File: src/rtl/pe_mx.sv
// pe_mx: mixed-format multiply-accumulate processing element for a systolic
// array. Operands flow west/north with one cycle of delay; each valid beat is
// multiplied in E4M3, E5M2 or INT8, then accumulated with saturation. A drain
// register captures the accumulator and forms a shift chain to neighbour PEs.
module pe_mx #(
  parameter int ACC_W     = 24,
  parameter int FRAC_BITS = 8
) (
  input  logic                    clk,
  input  logic                    rst,
  input  logic [7:0]              a_in,
  input  logic [7:0]              b_in,
  input  logic                    in_vld,
  input  logic                    clear,
  input  logic [1:0]              fmt,
  output logic [7:0]              a_out,
  output logic [7:0]              b_out,
  output logic                    out_vld,
  input  logic                    drain,
  input  logic                    shift_en,
  input  logic signed [ACC_W-1:0] c_in,
  output logic signed [ACC_W-1:0] c_out,
  output logic                    c_vld,
  output logic                    ovf
);

  localparam logic [1:0]  FMT_E4M3 = 2'b00;
  localparam logic [1:0]  FMT_E5M2 = 2'b01;
  localparam logic [63:0] MAX_POS  = (64'd1 << (ACC_W - 1)) - 64'd1;

  // Unpacked float operand: integer significand and power-of-two exponent.
  typedef struct packed {
    logic [3:0]        man;
    logic signed [6:0] exp;
  } fdec_t;

  // Signed value plus a flag saying it was clamped.
  typedef struct packed {
    logic signed [ACC_W-1:0] val;
    logic                    clamp;
  } res_t;

  // Decode an E4M3 (e5=0) or E5M2 (e5=1) code into man * 2^exp; sign handled by caller.
  function automatic fdec_t decode_fp(input logic [7:0] code, input logic e5);
    fdec_t r;
    if (!e5) begin
      r.man = (code[6:3] == 4'd0) ? {1'b0, code[2:0]} : {1'b1, code[2:0]};
      r.exp = (code[6:3] == 4'd0) ? -7'sd9 : ($signed({3'b000, code[6:3]}) - 7'sd10);
    end else begin
      r.man = (code[6:2] == 5'd0) ? {2'b00, code[1:0]} : {2'b01, code[1:0]};
      r.exp = (code[6:2] == 5'd0) ? -7'sd16 : ($signed({2'b00, code[6:2]}) - 7'sd17);
    end
    return r;
  endfunction

  // Float product scaled by 2^FRAC_BITS, truncated toward zero, magnitude-clamped.
  function automatic res_t fp_mul(input logic [7:0] a, input logic [7:0] b, input logic e5);
    fdec_t             da;
    fdec_t             db;
    logic [7:0]        pm;
    logic signed [8:0] sh;
    logic signed [8:0] nsh;
    logic [63:0]       mag;
    logic [ACC_W-1:0]  m;
    res_t              r;
    da  = decode_fp(a, e5);
    db  = decode_fp(b, e5);
    pm  = {4'd0, da.man} * {4'd0, db.man};
    sh  = 9'(da.exp) + 9'(db.exp) + 9'(FRAC_BITS);
    nsh = -sh;
    if (sh >= 9'sd0) begin
      mag = {56'd0, pm} << sh[5:0];
    end else begin
      mag = (nsh > 9'sd7) ? 64'd0 : ({56'd0, pm} >> nsh[2:0]);
    end
    r.clamp = (mag > MAX_POS);
    if (r.clamp) begin
      mag = MAX_POS;
    end
    m     = mag[ACC_W-1:0];
    r.val = (a[7] ^ b[7]) ? -m : m;
    return r;
  endfunction

  // Exact signed INT8 product, sign-extended to the accumulator width.
  function automatic res_t int_mul(input logic [7:0] a, input logic [7:0] b);
    logic signed [15:0] ip;
    res_t               r;
    ip      = $signed(a) * $signed(b);
    r.val   = ACC_W'(ip);
    r.clamp = 1'b0;
    return r;
  endfunction

  // Saturating add: sum in ACC_W+1 bits, clamp to the signed ACC_W range.
  function automatic res_t sat_add(input logic signed [ACC_W-1:0] x,
                                   input logic signed [ACC_W-1:0] y);
    logic signed [ACC_W:0] s;
    res_t                  r;
    s       = {x[ACC_W-1], x} + {y[ACC_W-1], y};
    r.clamp = s[ACC_W] ^ s[ACC_W-1];
    if (r.clamp) begin
      r.val = s[ACC_W] ? {1'b1, {(ACC_W-1){1'b0}}} : {1'b0, {(ACC_W-1){1'b1}}};
    end else begin
      r.val = s[ACC_W-1:0];
    end
    return r;
  endfunction

  // ---- stage 0: product formation (combinational) ----
  res_t prod_p0;

  // Select the multiplier for this beat's format; reserved code behaves as INT8.
  always_comb begin
    prod_p0 = int_mul(a_in, b_in);
    if (fmt == FMT_E4M3) begin
      prod_p0 = fp_mul(a_in, b_in, 1'b0);
    end else if (fmt == FMT_E5M2) begin
      prod_p0 = fp_mul(a_in, b_in, 1'b1);
    end
  end

  // Systolic pass-through of operands and valid.
  always_ff @(posedge clk) begin
    if (rst) begin
      a_out   <= '0;
      b_out   <= '0;
      out_vld <= 1'b0;
    end else begin
      a_out   <= a_in;
      b_out   <= b_in;
      out_vld <= in_vld;
    end
  end

  // ---- stage 1: registered product, clear and valid ----
  logic                    vld_p1;
  logic                    clr_p1;
  logic                    pclamp_p1;
  logic signed [ACC_W-1:0] prod_p1;

  // Capture the beat; an invalid cycle becomes a bubble with no clear.
  always_ff @(posedge clk) begin
    if (rst) begin
      vld_p1    <= 1'b0;
      clr_p1    <= 1'b0;
      pclamp_p1 <= 1'b0;
      prod_p1   <= '0;
    end else begin
      vld_p1    <= in_vld;
      clr_p1    <= in_vld & clear;
      pclamp_p1 <= in_vld & prod_p0.clamp;
      prod_p1   <= in_vld ? prod_p0.val : '0;
    end
  end

  // ---- stage 2: accumulator, overflow flag and drain register ----
  logic signed [ACC_W-1:0] acc_q;
  logic signed [ACC_W-1:0] acc_d;
  logic                    ovf_q;
  logic                    ovf_d;
  logic signed [ACC_W-1:0] c_q;
  logic signed [ACC_W-1:0] c_d;
  logic                    c_vld_q;
  logic                    c_vld_d;
  res_t                    sum_p2;

  // Next accumulator: restart on a staged clear, else saturating add; bubbles hold.
  always_comb begin
    acc_d  = acc_q;
    ovf_d  = ovf_q;
    sum_p2 = sat_add(acc_q, prod_p1);
    if (vld_p1) begin
      if (clr_p1) begin
        acc_d = prod_p1;
        ovf_d = pclamp_p1;
      end else begin
        acc_d = sum_p2.val;
        ovf_d = ovf_q | sum_p2.clamp | pclamp_p1;
      end
    end
  end

  // Drain captures the post-update accumulator and wins over shifting.
  always_comb begin
    c_d     = c_q;
    c_vld_d = 1'b0;
    if (drain) begin
      c_d     = acc_d;
      c_vld_d = 1'b1;
    end else if (shift_en) begin
      c_d = c_in;
    end
  end

  // Stage-2 state registers.
  always_ff @(posedge clk) begin
    if (rst) begin
      acc_q   <= '0;
      ovf_q   <= 1'b0;
      c_q     <= '0;
      c_vld_q <= 1'b0;
    end else begin
      acc_q   <= acc_d;
      ovf_q   <= ovf_d;
      c_q     <= c_d;
      c_vld_q <= c_vld_d;
    end
  end

  assign c_out = c_q;
  assign c_vld = c_vld_q;
  assign ovf   = ovf_q;

endmodule

File: config.mk
export PLATFORM = sky130hd
export DESIGN_NAME = pe_mx
export DESIGN_NICKNAME = d
export VERILOG_FILES = /design/src/rtl/pe_mx.sv
export SDC_FILE = /design/constraint.sdc
export NUM_CORES = 1
export LEC_CHECK = 0
export ABC_CLOCK_PERIOD_IN_PS = 7900
export BUFFER_PORTS_ARGS = -buffer_cell sky130_fd_sc_hd__buf_4
export CAP_MARGIN = 40
export CORE_MARGIN = 4
export CORE_UTILIZATION = 55
export DETAILED_ROUTE_END_ITERATION = 6
export PLACE_DENSITY = 0.72
export SETUP_SLACK_MARGIN = 0.02
export SYNTH_ARGS = -nofsm -noshare
export SYNTH_HDL_FRONTEND = slang
export SYNTH_SLANG_ARGS = --single-unit
File: constraint.sdc
create_clock -name clk -period 7.9 [get_ports clk]
set_clock_uncertainty 0.05 [all_clocks]
set_input_delay 1.58 -clock clk [delete_from_list [all_inputs] [get_ports clk]]
set_output_delay 1.58 -clock clk [all_outputs]
set_load 0.05 [all_outputs]
# After elaboration in Yosys (flattened, before gate mapping)
# Cells that the tools add are included.
[op_classes] n_eq_ne=1 n_mux=38 n_div=0 n_reduce_logical=7 add_sub_neg=13 mul=3 order_cmp=6 n_shift=4 n_bitwise=7
[ops] cell="$mux W64" n=7
[ops] cell="$mux W24" n=13
[ops] cell="$gt A64 B23 Y1 const B" n=2
[ops] cell="$shl A8 B6 Y64" n=2
[ops] cell="$shr A8 B3 Y64" n=2
[ops] cell="$mux W11" n=6
[ops] cell="$mux W25" n=2
[ops] cell="$neg A24 Y24" n=2
[ops] cell="$mux W7" n=4
[ops] cell="$add A24 B24 Y25" n=1
[ops] cell="$add A8 B5 Y9 const B" n=2
[ops] cell="$ge A9 B1 Y1 const B" n=2
[ops] cell="$gt A9 B4 Y1 const B" n=2
[ops] cell="$neg A9 Y9" n=2
[ops] cell="$add A7 B7 Y8" n=2
[ops] cell="$mul A4 B4 Y8" n=2
[ops] cell="$mul A8 B8 Y16" n=1
[ops] cell="$sub A5 B5 Y6 const B" n=2
[ops] cell="$logic_not A5 Y1" n=2
[ops] cell="$sub A4 B4 Y5 const B" n=2
[ops] cell="$logic_not A4 Y1" n=2
[ops] cell="$mux W4" n=2
[ops] cell="$mux W3" n=2
[ops] cell="$and A1 B1 Y1" n=2
[ops] cell="8 further kinds" n=11
[totals] latch_bits=0 out_inout_bits=43 memories=0 register_bits=93 mem_bits_rw=0 rom_bits=0 wordCells=89 in_bits=48

# Longest topological paths before layout
# Gate-level depths: netlist of the first run.
[depth] ltp_word=21 ltp_mapped=29 ltp_nobuf=27

# Least setup slack after synthesis of the first run
# No wires, ideal clock.
[synth_timing] kind="in2reg" startpoint="in b_in[6]" endpoint="reg prod_p1[20]" arrival_time_ps=8096 stages=26 slack_ps=-379 t_required_ps=7717 path_buffers=2 setup_time_ps=133 path_cell_list="clkbuf_1 -> or4_1 -> nand2_1 -> fa_1 -> inv_1 -> fa_1 -> ha_1 -> a21o_1 -> a211o_1 -> a2111oi_2 -> nor2_1 -> a22o_1 -> or4_1 -> o32a_1 -> nor4_2 -> nand2b_1 -> buf_2 -> o221a_2 -> ha_1 -> o21ai_0 -> nand4b_1 -> nor3b_2 -> nand4_1 -> or3_1 -> o311ai_0 -> a211oi_1"
[synth_via] elab_chain_len=20 elab_cells_between_ends=48 classes_between="add/sub: 10; mul: 3; order compare: 6; shift: 4; mux: 23; reduce/logical: 2"
[synth_rtl] item="start: declaration" line="12" rtl="input logic [7:0] b_in,"
[synth_rtl] item="$sub A5 B5 Y6 / $logic_not A5 Y1 (equally long branches)" line="51, 50"
[synth_rtl] item="$mux W7" line="51" rtl="r.exp = (code[6:2] == 5'd0) ? -7'sd16 : ($signed({2'b00, code[6:2]}) - 7'sd17);"
[synth_rtl] item="$mux W11" line="118" rtl="end else if (fmt == FMT_E5M2) begin"
[synth_rtl] item="$mux W11" line="116" rtl="if (fmt == FMT_E4M3) begin"
[synth_rtl] item="$add A7 B7 Y8" line="69" rtl="sh = 9'(da.exp) + 9'(db.exp) + 9'(FRAC_BITS);"
[synth_rtl] item="$add A8 B5 Y9" line="69"
[synth_rtl] item="$neg A9 Y9" line="70" rtl="nsh = -sh;"
[synth_rtl] item="$gt A9 B4 Y1 / $shr A8 B3 Y64 (equally long branches)" line="74" rtl="mag = (nsh > 9'sd7) ? 64'd0 : ({56'd0, pm} >> nsh[2:0]);"
[synth_rtl] item="[... 4 more ...]"
[synth_rtl] item="$gt A64 B23 Y1" line="76" rtl="r.clamp = (mag > MAX_POS);"
[synth_rtl] item="$mux W24" line="77" rtl="if (r.clamp) begin"
[synth_rtl] item="$mux W24" line="118"
[synth_rtl] item="$mux W24" line="116"
[synth_rtl] item="$neg A24 Y24" line="81" rtl="r.val = (a[7] ^ b[7]) ? -m : m;"
[synth_rtl] item="$mux W24" line="81"
[synth_rtl] item="$mux W25" line="118"
[synth_rtl] item="$mux W25 (*)" line="116"
[synth_rtl] item="end signal: assignment" line="153" rtl="prod_p1 <= in_vld ? prod_p0.val : '0;"
[synth_rtl] item="end: declaration" line="140" rtl="logic signed [ACC_W-1:0] prod_p1;"
# Every way passes the cells marked *; elsewhere a longest branch is shown, timed or not. The select of a mux whose other input is x is not followed.
# A chain may end at the register's enable or synchronous reset.

# Final worst setup path of the first run
[layout_timing] startpoint="in b_in[4]" endpoint="reg prod_p1[18]"
# Same word-level chain as after synthesis.

==> metrics.txt, run 1 <==
status=finished clean; clock root buffer=clkbuf_16; Finish-stage setup viols=0; CTS H-tree depth=3; Worst setup SP type=input port; combinational power share=77.2%; critical path required time=about 8.1 ns; CTS Buffer Depth=2; Distinct cells, synth=92; Sw Ratio=50.8%; reg2reg start=prod_p1[1]; initial antenna violation count=0; Final Cell Area=roughly 16000 µm²; largest net degree at the start of global routing=71; DRT Pass-1 Iters=6; R2R Setup Slk=between 3 and 4 ns; Setup crit end=prod_p1[18]; CP startpoint=b_in[4]; sequential fraction of the synthesis area=13.5%; clk_lat worst skew=0.36 ns; core area=around 25000 µm²; Post-synth EDFFs=0; I/O Pins=91; Cell Area, Synth=13800 µm²; Reg clk slew, reported paths=0.07 ns; die width=166 µm; GP Congestion=0.986; crit-path max FO=4; Yosys warnings=0; global-route wire length before repair=77500 µm; CP max stage delay=0.56 ns; PnR worst setup slack=around 0.057 ns; multi-input logic area=11200 µm²; DRC violations left=0; 1st-iter DRT viols=2002; CP max stage cell=or4_4; Slew HR=40.1%; FILL cells=between 2000 and 2500; row cnt=57; area delta synth->final=19.0%; most common cell after layout, fill and taps aside=buf_4; Synth top area share=13.5%; Synth area leaders=dfxtp_1, ha_1, fa_1, nor2_1, a211oi_1; total gr overflow=0; worst hold margin=roughly 0.45 ns; area post-placement=15900 µm²; final cycle utilization of the critical path=99.3%; dominant synthesized flop cell=dfxtp_1; Initial Utilization=56.3%; kind of critical path=input port to register; Async SR Flop Fraction=0%; Power Internal=around 2.3 mW; clock network power share=10.0%; Worst EP arrival=8.03 ns; final core occ=about two thirds; Flop pwr share=12.8%; post-synth net total=2053; die area=27700 µm²; cts hold-fix bufs=0; Mapped Cells=1837; Sw Pwr=2.36 mW; Vias per Instance=6.56; CTS buffer count=9; Total GRT Usage=33.5%; Yosys reg bits=93; Synth area leader=dfxtp_1; Min Clock Period, post-route=7.84 ns; Leakage=slightly above 7 nW; HPWL Detailed=about 38000 µm; FMAX=127 MHz; Max-cap violations=0; WL per Instance=20.6 µm; worst reg2reg endpoint=c_out[3]; Crit. End Element=register; Setup TNS=0 ns; Hold Crit Class=register to register; Tot Pwr=about 4.6 mW; Die Ht=~170 µm; maximum VDD drop=~420 µV; pins over their slew limit=0; NumNets Final=2236; vias in the first global route=roughly 15000; vias post-DR=around 15000; CTS tree=yes; layout cells sized above 1=18.8%; post-route insts no fill=between 2000 and 2500; RSZ-0062 raised after global routing=true; clk sinks=slightly above 90; ant diodes=0; syn_area_per_cell=between 7 and 8 µm²; number of routed nets with antenna violations=0; most frequent cells in the layout=buf_4, nor2_1, nand2_1; storage element area=1860 µm²; dpl ws=-0.299 ns; Worst R2R Path Depth=13; measured slew at the worst slew-check pin=0.894 ns; Post-Route WL=48300 µm; final hold vios=0; Port Buffers=90; placed cell count=around 2300; CP dominant cell by count=buf_4; P per Cell Area=282 nW/µm²
==> Yosys cell counts, types with 8 or more instances <==
cell type,instances
nor2_1,174
nand2_1,136
inv_1,122
ha_1,105
a21oi_1,99
dfxtp_1,93
clkbuf_1,89
o21ai_0,87
a211oi_1,81
fa_1,63
nor2b_1,53
and2_1,48
xnor2_1,43
nor3_1,40
nand3_1,39
a21o_1,35
nand2b_1,34
o221ai_1,27
a31oi_1,22
o211ai_1,21
xor2_1,21
nor4_1,19
o21a_1,19
o22ai_1,19
mux2i_1,18
buf_2,17
nand4_1,17
or2_2,17
a211o_1,16
o31ai_1,16
and3_1,13
or3_1,13
a22oi_1,12
nand3b_1,10
o311ai_0,10
a31o_2,9
nor3b_1,9
a2111oi_0,8
a221oi_1,8
a41oi_1,8
o31a_1,8
==> metal layers <==
layer | GRT usage, % | wire [µm] | vias to the layer above | part of all wire, %
met3 | 6.66 | 4460 | 141 | 9.2
met4 | 12.8 | 1870 | 0 | 3.9
met5 | 0 | 0 | - | 0
li1 | - | - | 7150 | -
met2 | 51.8 | 21400 | 752 | 44
met1 | 46.3 | 20600 | 7354 | 43
==> power groups by stage <==
stage / combinational [mW] / clock [mW] / sequential, mW
after floorplan: 2.20 / 0 / 0.639
after global placement: 3.32 / 0 / 0.600
after detailed placement: 3.37 / 0 / 0.600
after CTS: 3.39 / 0.465 / 0.591
after global routing: 3.89 / 0.485 / 0.599
final: 3.58 / 0.461 / 0.594
==> flip-flops by register name, indices dropped and copies added, names as in the netlist <==
name and flops:
vld_p1 1, ovf 1, acc_q 24, b_out 8
c_out 24, c_vld 1, pclamp_p1 1, clr_p1 1
a_out 8, prod_p1 24
==> critical path: cells and delay by family <==
kind            cells  cell delay, ns
mux                 1            0.36
fa+ha+maj           4            1.51
compound gates      5            0.92
buf+inv             6            0.79
xor+xnor            1            0.16
simple gates       12            2.73
==> final cells by class <==
type	instances	area share, %
clock buffer	9	1.37
clock inverter	6	0.434
inverter	128	2.92
multi-input combinational	1505	68.4
sequential	93	11.3
tap	324	2.47
timing repair buffer	283	13.1
==> repair_timing <==
action | 4_1_cts | 5_1_grt
gates resized for setup | 0 | 35
setup buffers | 0 | 8
endpoints found under the setup margin | 0 | 9
==> cells by family (layout without fill, tap and decap cells) <==
logic type	count (synthesis)	count (layout)	synth area share [%]
fa+ha+maj	168	168	18.6
xor+xnor	64	64	4.06
flops	93	93	13.5
compound gates	589	589	30.2
buf+inv	239	426	6.73
mux	29	29	2.61
simple gates	655	655	24.3
==> how the worst min path moves through the flow <==
stage / startpoint / to / depth (start not counted)
final: pclamp_p1 / ovf / 2
after global routing: pclamp_p1 / ovf / 2
after CTS: pclamp_p1 / ovf / 2
after detailed placement: pclamp_p1 / ovf / 2
after global placement: acc_q[0] / acc_q[0] / 2
after floorplan: acc_q[0] / acc_q[0] / 2
No activity file was read; power rests on OpenSTA's default activity.
==> run 2: changes to the inputs <==
- SETUP_SLACK_MARGIN: 0.02 -> 0.4
==> metrics.txt, run 2 (synthesis gave the netlist of run 1 again) <==
critical path required time=8.09 ns; crit-path max FO=4; NumNets Final=2285; vias in the first global route=14800; WL per Instance=20.3 µm; most common cell after layout, fill and taps aside=buf_4; ant diodes=0; I/O Pins=a little over 90; 1st-iter DRT viols=1777; DRC violations left=0; multi-input logic area=11400 µm²; GP Congestion=0.994; Setup TNS=0 ns; largest net degree at the start of global routing=between 70 and 80; kind of critical path=input port to register; Tot Pwr=4.80 mW; status=finished clean; final cycle utilization of the critical path=96.8%; Worst setup SP type=input port; Worst EP arrival=7.84 ns; Max-cap violations=0; row cnt=57; Slew HR=38.5%; CTS tree=yes; P per Cell Area=283 nW/µm²; Initial Utilization=about 56%; Reg clk slew, reported paths=~0.080 ns; Finish-stage setup viols=0; most frequent cells in the layout=buf_4, nor2_1, nand2_1; pins over their slew limit=0; measured slew at the worst slew-check pin=0.911 ns; total gr overflow=0; CTS H-tree depth=3; maximum VDD drop=approximately 310 µV; Vias per Instance=6.48; die area=27700 µm²; RSZ-0062 raised after global routing=true; area delta synth->final=22.8%; Total GRT Usage=approximately 34%; cts hold-fix bufs=0; Leakage=7.49 nW; clk_lat worst skew=0.36 ns; clock root buffer=clkbuf_16; FMAX=131 MHz; HPWL Detailed=38100 µm; Min Clock Period, post-route=7.64 ns; layout cells sized above 1=a little over a fifth; Hold Crit Class=register to register; CTS buffer count=9; vias post-DR=15500; clk sinks=a little over 90; Crit. End Element=register; Port Buffers=90; core area=24500 µm²; number of routed nets with antenna violations=0; Post-Route WL=48700 µm; DRT Pass-1 Iters=6; final hold vios=0; initial antenna violation count=0; CTS Buffer Depth=2; storage element area=1860 µm²; FILL cells=2141; die width=166 µm; Die Ht=166 µm; global-route wire length before repair=around 80000 µm
run 2: cell count changes in the layout (fill, tap and decap cells not counted), moves of 3 or more:
cell,change
a221oi_2,+3
o21ai_0,-4
ha_4,-3
clkinv_4,+3
buf_4,+45
o21ai_1,+3
a221oi_1,-3
run 2: metal layers:
metal	GRT usage, %	wire length, µm	share of wire [%]
met1	47.7	21600	44
met2	54.4	21700	44
met3	5.36	3950	8.1
met4	9.89	1540	3.2
met5	0	0	0
run 2: repair_timing:
| action | in CTS | in global routing |
|---|---|---|
| gates resized for setup | 8 | 55 |
| endpoints found under the hold margin | 0 | 0 |
| pin swaps | 4 | 27 |
| endpoints found under the setup margin | 8 | 15 |
| buffers inserted | 16 | 12 |
run 2: worst paths after layout:
kind         slack [ns]  cells past startpoint     endpoint        from
min                0.46                      2     acc_q[0]    acc_q[0]
max                0.26                     25  prod_p1[20]     b_in[3]
max reg2reg        3.33                     14     c_out[3]  prod_p1[1]
min reg2reg        0.46                      2     acc_q[0]    acc_q[0]
run 2: cell type report:
type,instances,share of cell area [%]
Sequential cell,93,11.0
Timing Repair Buffer,332,15.1
Multi-Input combinational cell,1505,67.0
Tap cell,324,2.39
Clock inverter,6,0.317
Inverter,128,2.84
Clock buffer,10,1.41
run 2: metrics by stage:
step	setup slack, ns	cell area, µm²	utilization [%]	instances	hold slack, ns
after CTS	0.416	16600	67.7	2385	0.465
final	0.255	17000	69.2	2398	0.464
after detailed placement	-0.148	16200	65.9	2353	0.452
after global placement	0.00812	16200	65.9	2353	0.442
after global routing	0.125	17000	69.2	2398	0.483
after floorplan	0.163	13900	-	1837	0.427
run 2: where the power goes:
group	switching, mW	total (mW)	internal [mW]
combinational	2.14	3.76	1.62
clock	0.226	0.454	0.228
sequential	0.0537	0.594	0.541
run 2: worst max-delay path, cell delays in order:
cell       delay, ns
buf_8           0.10
or4_4           0.57
nand2_2         0.08
fa_1            0.40
inv_1           0.07
fa_1            0.46
ha_4            0.24
a21o_1          0.16
a211o_1         0.38
a2111oi_4       0.43
nor2_2          0.10
a22o_1          0.22
or4_4           0.48
o32a_1          0.33
nor4_4          0.30
nand2b_4        0.19
o221a_4         0.19
ha_4            0.13
o21ai_2         0.05
nand4b_1        0.23
nor3b_2         0.27
nand4_1         0.23
or3_1           0.47
o311ai_2        0.08
a211oi_1        0.07
==> run 3: changes to the inputs <==
- PLACE_DENSITY: 0.72 -> 0.76
==> metrics.txt, run 3 (synthesis gave the netlist of run 1 again) <==
clk sinks=93; Slew HR=34.8%; Finish-stage setup viols=0; status=finished clean; dpl ws=-0.134 ns; Total GRT Usage=33.6%; RSZ-0062 raised after global routing=true; number of routed nets with antenna violations=0; CTS tree=yes; kind of critical path=input port to register; ant diodes=0; Leakage=7.32 nW; Crit. End Element=register; worst hold margin=0.455 ns; CTS Buffer Depth=2; die area=27700 µm²; initial antenna violation count=0; Port Buffers=90; final cycle utilization of the critical path=95.2%; critical path required time=8.05 ns; clk_lat worst skew=0.36 ns; GP Congestion=1.00; DRT Pass-1 Iters=6; maximum VDD drop=276 µV; measured slew at the worst slew-check pin=0.978 ns; Post-Route WL=between 40000 and 50000 µm; CP dominant cell by count=buf_4; crit-path max FO=7; row cnt=57; area delta synth->final=20.9%; Initial Utilization=56.3%; global-route wire length before repair=78300 µm; pins over their slew limit=0; CP max stage cell=or4_4; Max-cap violations=0; FILL cells=about 2200; clock root buffer=clkbuf_16; Reg clk slew, reported paths=0.08 ns; Tot Pwr=approximately 4.8 mW; CP max stage delay=0.57 ns; most common cell after layout, fill and taps aside=buf_4; Min Clock Period, post-route=7.52 ns; I/O Pins=91; P per Cell Area=between 200 and 300 nW/µm²; 1st-iter DRT viols=1765; final hold vios=0; NumNets Final=2251; PnR worst setup slack=0.378 ns; WL per Instance=20.5 µm; die width=166 µm; Worst setup SP type=input port; DRC violations left=0; CTS buffer count=9; Vias per Instance=6.58; HPWL Detailed=37400 µm; FMAX=~130 MHz; vias post-DR=about 16000; Setup TNS=0 ns; R2R Setup Slk=2.67 ns; total gr overflow=0; CTS H-tree depth=3; core area=around 25000 µm²; largest net degree at the start of global routing=around 70; Worst EP arrival=~7.7 ns; Die Ht=166 µm; most frequent cells in the layout=buf_4, nor2_1, nand2_1; Hold Crit Class=register to register; layout cells sized above 1=20.4%; vias in the first global route=14800
-- run 3: cell types whose count changed in the layout (fill, tap and decap cells not counted), sizes merged --
| cell | change |
|---|---|
| bufinv | +1 |
| clkinv | -2 |
| buf | -34 |
| inv | +1 |
-- run 3: path summary, 6_finish.rpt --
path,from,to,cells after the start
min reg2reg,pclamp_p1,ovf,2
max reg2reg,prod_p1[1],c_out[2],12
max,b_in[3],prod_p1[21],30
min,pclamp_p1,ovf,2
-- run 3: cell type report --
type / instances / area [µm²] / area share [%]
multi-input cells: 1505 / 11300 / 67.9
repair buffers: 298 / 2290 / 13.7
flip-flops and latches: 93 / 1860 / 11.2
inverters: 128 / 482 / 2.88
well taps: 324 / 405 / 2.43
clock buffers: 10 / 239 / 1.43
clock inverters: 6 / 75.1 / 0.450
-- run 3: power breakdown --
part	leakage [nW]	total, mW	switching (mW)	internal (mW)
registers	0.768	0.594	0.0534	0.541
logic	6.40	3.68	2.12	1.56
clock network	0.152	0.486	0.226	0.260
total	7.32	4.76	2.40	2.36
-- run 3: per-layer routing --
| layer | track usage [%] | share of wire (%) | wire, µm | vias to the layer above |
|---|---|---|---|---|
| met3 | 4.72 | 8.4 | 4060 | 132 |
| met4 | 10.4 | 3.3 | 1600 | 0 |
| met1 | 46.7 | 43 | 20600 | 7442 |
| li1 | - | - | - | 7174 |
| met2 | 54.4 | 46 | 22200 | 805 |
| met5 | 0 | 0 | 0 | - |
-- run 3: worst max-delay path: cells and delay by family --
family / cells / cell delay, ns
and+or+nand+nor: 7 / 1.77
buffers and inverters: 14 / 1.64
AOI/OAI and AO/OA: 6 / 1.55
adders and majority gates: 3 / 1.11
-- run 3: what timing repair did --
action,4_1_cts,5_1_grt
pin swaps,8,18
hold endpoints to repair,0,0
gates cloned,0,0
resized for setup,5,51
buffers inserted,15,8
endpoints found under the setup margin,8,15
hold buffers,0,0
-- run 3: stage by stage --
| stage | util (%) | std cells | instance area [µm²] |
|---|---|---|---|
| after floorplan | - | 1837 | 13900 |
| after global placement | 65.0 | 2325 | 15900 |
| after detailed placement | 65.0 | 2325 | 15900 |
| after CTS | 66.8 | 2356 | 16400 |
| after global routing | 68.1 | 2364 | 16700 |
| final | 68.1 | 2364 | 16700 |
